==> src/rtl/fp_pkg.sv <==
// Shared fixed-point types, width helpers and range-limit helpers for the
// accumulator and later MAC blocks.
package fp_pkg;

    typedef enum logic {
        ACCUM = 1'b0,
        HOLD  = 1'b1
    } acc_state_t;

    localparam int unsigned MAX_W = 64;

    function automatic int unsigned data_width(input int unsigned int_bits,
                                               input int unsigned frac_bits);
        return int_bits + frac_bits;
    endfunction

    // One guard bit beyond clog2(len) keeps both signed and unsigned sums exact.
    function automatic int unsigned acc_width(input int unsigned w,
                                              input int unsigned len);
        return w + $clog2(len) + 1;
    endfunction

    function automatic logic [MAX_W-1:0] range_max(input bit is_signed,
                                                   input int unsigned w);
        if (is_signed)
            return (MAX_W'(1) << (w - 1)) - MAX_W'(1);
        else if (w >= MAX_W)
            return '1;
        else
            return (MAX_W'(1) << w) - MAX_W'(1);
    endfunction

    function automatic logic [MAX_W-1:0] range_min(input bit is_signed,
                                                   input int unsigned w);
        if (is_signed)
            return ~((MAX_W'(1) << (w - 1)) - MAX_W'(1));
        else
            return '0;
    endfunction

endpackage

==> src/rtl/fp_sat.sv <==
// Range check of a wide sum against the W-bit format; clamps when
// FP_ACC_SATURATE_EN is defined, otherwise keeps the low W bits.
module fp_sat
    import fp_pkg::*;
#(
    parameter int SIGNED = 1,
    parameter int W      = 16,
    parameter int AW     = 21
) (
    input  logic [AW-1:0] sum,
    output logic [W-1:0]  data,
    output logic          ovf
);

`ifdef FP_ACC_SATURATE_EN
    localparam logic [MAX_W-1:0] HI_FULL = range_max(SIGNED != 0, W);
    localparam logic [MAX_W-1:0] LO_FULL = range_min(SIGNED != 0, W);
    localparam logic [W-1:0]     HI      = HI_FULL[W-1:0];
    localparam logic [W-1:0]     LO      = LO_FULL[W-1:0];
`endif

    always_comb begin
        data = sum[W-1:0];
        ovf  = 1'b0;
        // In range exactly when all bits above the kept field match its top bit.
        if (SIGNED != 0)
            ovf = !((&sum[AW-1:W-1]) || !(|sum[AW-1:W-1]));
        else
            ovf = |sum[AW-1:W];
`ifdef FP_ACC_SATURATE_EN
        if (ovf)
            data = ((SIGNED != 0) && sum[AW-1]) ? LO : HI;
`endif
    end

endmodule

==> src/rtl/fp_accumulator.sv <==
// Sums ACC_LEN fixed-point operands per result with valid/ready handshakes.
// Define FP_ACC_SATURATE_EN to clamp out-of-range results instead of wrapping.
module fp_accumulator
    import fp_pkg::*;
#(
    parameter int SIGNED   = 1,
    parameter int INTEGER  = 2,
    parameter int FRACTION = 14,
    parameter int ACC_LEN  = 9
) (
    input  logic                          clk,
    input  logic                          rst_n,
    input  logic                          in_valid,
    output logic                          in_ready,
    input  logic [INTEGER+FRACTION-1:0]   in_data,
    output logic                          out_valid,
    input  logic                          out_ready,
    output logic [INTEGER+FRACTION-1:0]   out_data,
    output logic                          out_ovf
);

    localparam int W   = int'(data_width(INTEGER, FRACTION));
    localparam int AW  = int'(acc_width(W, ACC_LEN));
    localparam int CW  = $clog2(ACC_LEN);
    localparam int EXT = AW - W;
    localparam logic [CW-1:0] LAST = CW'(ACC_LEN - 1);

    acc_state_t    state;
    logic [AW-1:0] acc;
    logic [CW-1:0] cnt;
    logic [AW-1:0] operand;
    logic [AW-1:0] sum;
    logic [W-1:0]  sat_data;
    logic          sat_ovf;

    always_comb begin
        operand = (SIGNED != 0) ? {{EXT{in_data[W-1]}}, in_data}
                                : {{EXT{1'b0}}, in_data};
        sum     = acc + operand;
    end

    fp_sat #(
        .SIGNED (SIGNED),
        .W      (W),
        .AW     (AW)
    ) u_sat (
        .sum  (sum),
        .data (sat_data),
        .ovf  (sat_ovf)
    );

    always_ff @(posedge clk or negedge rst_n) begin
        if (!rst_n) begin
            state     <= ACCUM;
            acc       <= '0;
            cnt       <= '0;
            out_data  <= '0;
            out_ovf   <= 1'b0;
            out_valid <= 1'b0;
            in_ready  <= 1'b1;
        end else begin
            case (state)
                ACCUM: begin
                    if (in_valid && in_ready) begin
                        if (cnt == LAST) begin
                            out_data  <= sat_data;
                            out_ovf   <= sat_ovf;
                            acc       <= '0;
                            cnt       <= '0;
                            state     <= HOLD;
                            out_valid <= 1'b1;
                            in_ready  <= 1'b0;
                        end else begin
                            acc <= sum;
                            cnt <= cnt + CW'(1);
                        end
                    end
                end
                HOLD: begin
                    if (out_valid && out_ready) begin
                        state     <= ACCUM;
                        out_valid <= 1'b0;
                        in_ready  <= 1'b1;
                    end
                end
                default: begin
                    state     <= ACCUM;
                    out_valid <= 1'b0;
                    in_ready  <= 1'b1;
                end
            endcase
        end
    end

endmodule

==> config.mk <==
export PLATFORM = sky130hd
export DESIGN_NAME = fp_accumulator
export DESIGN_NICKNAME = d
export VERILOG_FILES = /design/src/rtl/fp_pkg.sv /design/src/rtl/fp_sat.sv /design/src/rtl/fp_accumulator.sv
export SDC_FILE = /design/constraint.sdc
export NUM_CORES = 1
export LEC_CHECK = 0
export CORE_MARGIN = 3
export CORE_UTILIZATION = 45
export CTS_CLUSTER_DIAMETER = 100
export DETAILED_ROUTE_END_ITERATION = 8
export PLACE_DENSITY = 0.75
export SETUP_SLACK_MARGIN = 0.1
export SLEW_MARGIN = 15
export SYNTH_ARGS = -nofsm -noshare
export SYNTH_HDL_FRONTEND = slang
export SYNTH_HIERARCHICAL = 1
export SYNTH_SLANG_ARGS = --single-unit
export TNS_END_PERCENT = 10
==> constraint.sdc <==
create_clock -name clk -period 4.75 [get_ports clk]
set_input_delay 0.7125 -clock clk [delete_from_list [all_inputs] [get_ports clk]]
set_output_delay 0.7125 -clock clk [all_outputs]
set_load 0.01 [all_outputs]
Word level (Yosys, flattened, before mapping)
Cells that the tools add are included.
{ "totals": {"out_inout_bits": 19, "register_bits": 45, "mem_bits_ro": 0, "latch_bits": 0, "ram_bits": 0, "memories": 0} }
{ "classes": {"mux": 14, "reduce_logical": 10, "shift": 0, "bitwise_logic": 1, "div": 0, "eq_ne": 4, "add_sub_neg": 2, "order_cmp": 0, "n_mul": 0} }
{ "ops": {"columns": ["operator", "n"], "rows": [
  ["21-bit adder", 1],
  ["21-bit two-way mux", 1],
  ["1-bit two-way mux", 9],
  ["1-bit case mux with 2 select lines", 3],
  ["3-bit AND reduction", 2],
  ["6-bit AND reduction", 1],
  ["6-bit OR reduction", 1],
  ["4-bit by 1-bit adder with 4-bit output (second input constant)", 1],
  ["4-bit == test (second input constant)", 1],
  ["4-bit two-way mux", 1],
  ["2-bit != test (second input constant)", 2],
  ["1-bit logical AND", 2],
  ["1-bit logical NOT", 2],
  ["2-bit by 1-bit != test with 1-bit output (second input constant)", 1],
  ["2-bit AND reduction", 1],
  ["1-bit logical OR", 1],
  ["1-bit NOT", 1]
]} }

Logic depth before layout (Yosys ltp)
Gate-level depths: netlist of the first run.
{ "logic_depth": {"word_depth": 5, "depth_mapped": 11, "depth_no_buf": 11} }

By module
The synthesis of the first run kept the hierarchy.
{ "by_module_without_submodules": {"columns": ["mod", "cells_per_inst", "seq_area_each_um2", "area_each_um2", "instances"], "rows": [
  ["fp_accumulator", 291, 1127.3, 2960.3, 1],
  ["fp_sat", 21, 0.0, 155.1, 1]
]} }

Least setup slack after synthesis of the first run
OpenSTA, ideal clock, no wires.
{ "synth_timing": {"path_kind": "input port to flip-flop", "startpoint": "in in_data[0]", "endpoint": "reg out_ovf", "stages": 11, "slack_ns": 1.594, "t_arrival_ns": 3.032, "path_buffers": 0, "setup_time_ns": 0.125, "cell_sequence": "ha_1 -> fa_1 -> a211oi_1 -> o21ai_1 -> a21o_1 -> o211ai_1 -> a211oi_2 -> xor2_1 -> nor4_2 -> a2bb2oi_1 -> mux2_2"} }
{ "synth_via": {"elab_chain_cells": 5, "word_cells_on_any_way": 6, "classes_between": "1 x add/sub; 5 x reduce/logical"} }
{ "synth_rtl": {"columns": ["item", "line", "source"], "rows": [
  ["start: declaration", "fp_accumulator.sv:15", "input logic [INTEGER+FRACTION-1:0] in_data,"],
  ["21-bit adder *", "fp_accumulator.sv:39", "sum = acc + operand;"],
  ["named net sum[20]", "fp_accumulator.sv:32", "logic [AW-1:0] sum;"],
  ["6-bit OR reduction", "fp_sat.sv:27", "ovf = !((&sum[AW-1:W-1]) || !(|sum[AW-1:W-1]));"],
  ["1-bit logical NOT", "fp_sat.sv:27", null],
  ["1-bit logical OR *", "fp_sat.sv:27", null],
  ["1-bit logical NOT *", "fp_sat.sv:27", null],
  ["named net sat_ovf", "fp_accumulator.sv:34", "logic sat_ovf;"],
  ["end signal: assignment", "fp_accumulator.sv:67", "out_ovf <= sat_ovf;"],
  ["end: declaration", "fp_accumulator.sv:19", "output logic out_ovf"]
]} }
Mark *: on every way through the listed nets, which the timed path passes. The rest lies on a longest branch.
A chain may end at the register's enable or synchronous reset.

Final worst setup path of the first run
Same ends and word-level chain as after synthesis.

==> impl_metrics.ini, run 1 <==
[critical_path]
worst_path_largest_cell_delay_ns = 0.43
critPathRequiredTime_ns = 4.94
crit_path_start_kind = primary input
cp-end-kind = flop
crit_arrival_ns = 3.78
crit_type = in2reg
worst_path_max_delay_cell = fa_1
path_cells = clkdlybuf4s50_1 -> ha_1 -> fa_1 -> a211oi_1 -> o21ai_1 -> a21oi_1 -> nand2_1 -> a31oi_1 -> xnor2_1 -> nor4_2 -> a2bb2oi_1 -> mux2_2
crit_fanout = 3

[sta]
tightestPinTransition_ns = 1.00
max_freq_ghz = 0.279
setup_viol = 0
post-route-min-period_ns = 3.59
holdWs_ns = 0.504
post-route-period-util_pct = 75.6
finClkSkew_ns = 0.00943
final_hold_viol_count = 0
finalSetupTns_ns = 0
maxSlewHeadroom_pct = 33.0
rsz0062_at_grt = false
slew_violations = 0

[logic_synthesis]
syn_avg_cell_area_um2 = 9.99
synth.most_common_cell = dfrtp_1
async_flop_share_pct = 100
synth_area_mm2 = 0.00312
synth_top_area_share_pct = 35.3
yosysWarningCount = 6
yosysUniqueCellTypes = 59
yosysTopAreaCell = dfrtp_1
synthTopCellsByArea = dfrtp_1, ha_1, mux2_2
synth_common_cells = dfrtp_1, nand2_1, ha_1
ys_seq_elements = 45
synth.net_count = 355
synth_ff_type = dfrtp_1
ys_seq_area_share_pct = 36.2
synthCells = 312
synth-edff-count = 0

[final_layout]
fill_cells = 585
final_nets = 373
n_antenna_cell = 0
drive_above_1_share_pct = 13.3
syn2layout_area_growth_pct = 12.7

[die]
num_io_pins = 39
core_area_mm2 = 0.00653
die_y_um = 89.2
start_util_pct = 47.7
die_area_mm2 = 0.00796
chipWidth_um = 89.2
num_rows = 29

[route]
drt-total-wl_mm = 6.47
vias_per_cell = 5.83
first_pass_iters = 4
num_vias = 2378
ant_nets = 0
initialDrtViolationCount = 68
drc = 0
wl_per_cell_um = 15.9

[global_routing]
antenna_found_initial = 0
overflow = 0
grt_usage_pct = 17.5
grt_pass1_vias = 2396
grt_pass1_wl_mm = 10.9
grt_max_degree = 46

[clock_tree]
root_buffer = clkbuf_8
cts_buffers = 5
postCtsSetupBuffers = 0
cts.clk_slew.worst_paths_ns = 0.08
cts_buffer_depth = 2
hold_buffers = 0
cts_tree = yes
htree_levels = 2
clock_latency_ns = 0.31
cts_sinks = 45
post_cts_resized = 0

[place]
gp_congestion = 0.944
hpwl_mm = 4.67
io_buffers = 38

[power]
p_per_area_mw_per_mm2 = 217
p_leak_nw = 1.63
ir_drop_mv = 0.122

[run]
maxCapViolCount = 0

[outcome]
status = completed

[worst_hold_path]
hp-class = reg2reg
## final timing paths
path                            start           end  slack [ns]  cells after the start
min in group asynchronous       rst_n   out_data[8]        0.57                      1
min                           acc[19]       acc[19]        0.50                      2
max in group asynchronous       rst_n  out_data[15]        3.56                      1
max                        in_data[0]       out_ovf        1.16                     12
min reg2reg                   acc[19]       acc[19]        0.50                      2
max reg2reg                    acc[0]       out_ovf        1.60                     11
## cell families (layout without fill, tap and decap cells)
group | Yosys count | after routing | synth area share [%]
muxes | 18 | 18 | 6.51
xor gates and xnor gates | 17 | 17 | 4.78
adders and majority gates | 23 | 23 | 9.48
buffers and inverters | 33 | 52 | 7.15
DFF | 45 | 45 | 36.2
AOI/OAI and AO/OA | 93 | 93 | 22.3
and+or+nand+nor | 83 | 83 | 13.6
## layout make-up
class | instances | area, um^2 | share of cell area (%)
multi-input combinational | 234 | 1770 | 50.3
sequential | 45 | 1130 | 32.1
timing repair buffer | 40 | 390 | 11.1
tap | 77 | 96.3 | 2.74
clock buffer | 7 | 86.3 | 2.46
clock inverter | 1 | 30.0 | 0.855
inverter | 4 | 15.0 | 0.428
## metrics by stage
stage                     instances  area [um^2]  power, mW  utilization [%]  worst slack (ns)
after floorplan                 312         3120      0.439                -              1.59
after global placement          400         3390      0.459             52.0             0.949
after CTS                       408         3510      0.773             53.8              1.21
final                           408         3510      0.761             53.8              1.16
after global routing            408         3510      0.795             53.8             0.932
after detailed placement        400         3390      0.460             52.0             0.900
## layout by cell type (no fill, tap or decap), types with 6 or more instances in the layout
cell type and count:
a21oi_1 17, dfrtp_1 44, nor2_1 20, xnor2_1 9, clkbuf_8 6, ha_1 22, a22o_1 14, a21o_1 10
clkdlybuf4s50_1 37, xor2_1 8, nand2_1 31, o21ai_0 10, mux2_2 18
## sequential cells by signal, summed over array words and instances (netlist names)
signal	cells
out_data	16
cnt	4
state	1
out_valid	1
acc	21
in_ready	1
out_ovf	1
## routing by layer
layer / routed length (um) / global-route usage [%]
met5: 0 / 0
met3: 214 / 3.13
met2: 3150 / 29.9
met4: 164 / 7.44
met1: 2940 / 21.7
## power breakdown
part | leakage (nW) | total (mW) | internal (mW) | switching, mW
Combinational | 0.958 | 0.0702 | 0.0295 | 0.0406
Sequential | 0.615 | 0.383 | 0.383 | 0.0000000000000000932
Clock | 0.0585 | 0.308 | 0.172 | 0.136
## critical path, delay by kind of cell
kind                     cells  cell delay, ns
AO/OA/AOI/OAI                5            1.14
adder cells (fa/ha/maj)      2            0.67
AND/OR/NAND/NOR              2            0.44
buffers and inverters        1            0.40
multiplexers                 1            0.26
XOR/XNOR                     1            0.15
Note: power is estimated with default switching activity, not from simulation.
==> inputs of run 2 (changes only) <==
- clock period: 4.75 -> 3.43 ns (I/O delays scaled with it)
==> run 2 against run 1 <==
Register-to-register slack lost 1.1 ns. Count of clock-buffer cells in the layout is the same. Sequential share of layout area shrank 0.85 points. Cell area grew 2.7%. Clock power grew 7.5%. Via count grew 1.5%. Clock skew grew 0.0037 ns. Setup slack lost 0.88 ns. Critical endpoint unchanged. Largest cell class unchanged.
==> impl_metrics.ini, run 2 (synthesis results as in run 1) <==
[power]
p_leak_nw = 1.69
p_int_mw = 0.722
power_frac_clock_pct = 34.3
comb_power_share_pct = 10.8
p_seq_share_pct = 54.9
p_per_area_mw_per_mm2 = 268
p_sw_mw = 0.244
switching_share_pct = 25.3
ir_drop_mv = 0.124
total_power_mw = 0.966

[clock_tree]
root_buffer = clkbuf_8
htree_levels = 2
cts_sinks = 45
hold_buffers = 0
cts_buffer_depth = 2
clock_latency_ns = 0.31
cts_tree = yes
cts_buffers = 5
cts.clk_slew.worst_paths_ns = 0.09

[route]
wl_per_cell_um = 15.8
drt-total-wl_mm = 6.68
ant_nets = 0
first_pass_iters = 4
drc = 0
initialDrtViolationCount = 122
vias_per_cell = 5.69
num_vias = 2414

[place]
dp_slack_ns = -0.0703
io_buffers = 38
gp_congestion = 0.870
placed_area_mm2 = 0.00351
dp.cells = 416
hpwl_mm = 5.01

[global_routing]
grt_usage_pct = 17.8
grt_max_degree = 46
grt_pass1_vias = 2383
overflow = 0
grt_pass1_wl_mm = 11.1
antenna_found_initial = 0

[die]
start_util_pct = 47.7
die_area_mm2 = 0.00796
chipWidth_um = 89.2
num_io_pins = 39
core_area_mm2 = 0.00653
num_rows = 29
die_y_um = 89.2

[final_layout]
utilization_pct = 55.2
n_antenna_cell = 0
final_cell_area_mm2 = 0.00361
multi_input_area_mm2 = 0.00177
ff_latch_area_mm2 = 0.00113
reg.largest.list = acc (21), out_data (16), cnt (4)
fill_cells = 577
final_cell_mix = dfrtp_1, clkdlybuf4s50_1, nand2_1
final_nets = 389
drive_above_1_share_pct = 17.3
largest_reg_flops = 21
final_cell_count_no_fill = 424
top_register = acc
layout_commonest_cell = dfrtp_1
syn2layout_area_growth_pct = 15.7

[sta]
fin_ws_ns = 0.279
final_hold_viol_count = 0
slew_violations = 0
tightestPinTransition_ns = 0.573
post-route-period-util_pct = 91.9
post-route-min-period_ns = 3.15
setup_viol = 0
finalSetupTns_ns = 0
max_freq_ghz = 0.317
maxSlewHeadroom_pct = 61.8
holdWs_ns = 0.198
rsz0062_at_grt = false
finClkSkew_ns = 0.0131

[worst_hold_path]
hp-class = in2async

[critical_path]
cp-end-kind = flop
worst_path_largest_cell_delay_ns = 0.43
critPathRequiredTime_ns = 3.62
crit_arrival_ns = 3.34
crit_path_start_kind = primary input
crit_fanout = 3
crit_type = in2reg
worst_path_max_delay_cell = clkdlybuf4s50_1
path_cells = clkdlybuf4s50_1 -> ha_1 -> a21oi_1 -> o21ai_1 -> a221o_1 -> and2_1 -> a211oi_2 -> xor2_1 -> nand4_1 -> a2bb2oi_1 -> mux2_2

[outcome]
status = completed

[run]
maxCapViolCount = 0
run 2: changes by cell type in the layout (fill, tap and decap cells not counted), sizes merged:
cell      delta
clkinvlp     +1
bufinv       -1
buf         +16
run 2: worst paths after layout:
path                       cells after the start  slack, ns   startpoint           to
setup / recovery                              11       0.28  in_data[15]      out_ovf
hold / removal                                 1       0.20        rst_n  out_data[8]
setup reg to reg                              11       0.54       acc[0]      out_ovf
hold reg to reg                                2       0.49      acc[19]      acc[19]
max in group asynchronous                      1       2.83        rst_n      out_ovf
min in group clk                               2       0.49      acc[19]      acc[19]
run 2: layout make-up:
type / count / area share (%)
Clock buffer: 7 / 2.12
Clock inverter: 1 / 0.208
Inverter: 4 / 0.416
Multi-Input combinational cell: 234 / 49.1
Sequential cell: 45 / 31.3
Tap cell: 77 / 2.67
Timing Repair Buffer: 56 / 14.2
run 2: timing repair:
item / CTS / global route
endpoints found under the setup margin: 0 / 1
setup buffers: 0 / 0
resized for setup: 0 / 1
run 2: power groups by stage:
| stage | Combinational, mW | Sequential, mW | Clock, mW |
|---|---|---|---|
| 5_1_grt | 0.116 | 0.530 | 0.362 |
| 3_3_place_gp | 0.102 | 0.541 | 0 |
| 4_1_cts | 0.105 | 0.530 | 0.340 |
| 3_5_place_dp | 0.104 | 0.541 | 0 |
| 2_1_floorplan | 0.0667 | 0.541 | 0 |
| 6_report | 0.105 | 0.530 | 0.331 |
run 2: metal layers:
| metal | part of all wire, % | vias up | global-route usage, % |
|---|---|---|---|
| met5 | 0 | - | 0 |
| met4 | 0.57 | 0 | 3.65 |
| met3 | 3.4 | 4 | 3.23 |
| met2 | 50 | 43 | 31.2 |
| met1 | 46 | 1161 | 23.0 |
| li1 | - | 1206 | - |
run 2: worst max-delay path, delay by kind of cell:
family                   cells  cell delay [ns]
adder cells (fa/ha/maj)      1             0.35
XOR/XNOR                     1             0.27
AO/OA/AOI/OAI                5             1.18
buffers and inverters        1             0.43
AND/OR/NAND/NOR              2             0.33
multiplexers                 1             0.26
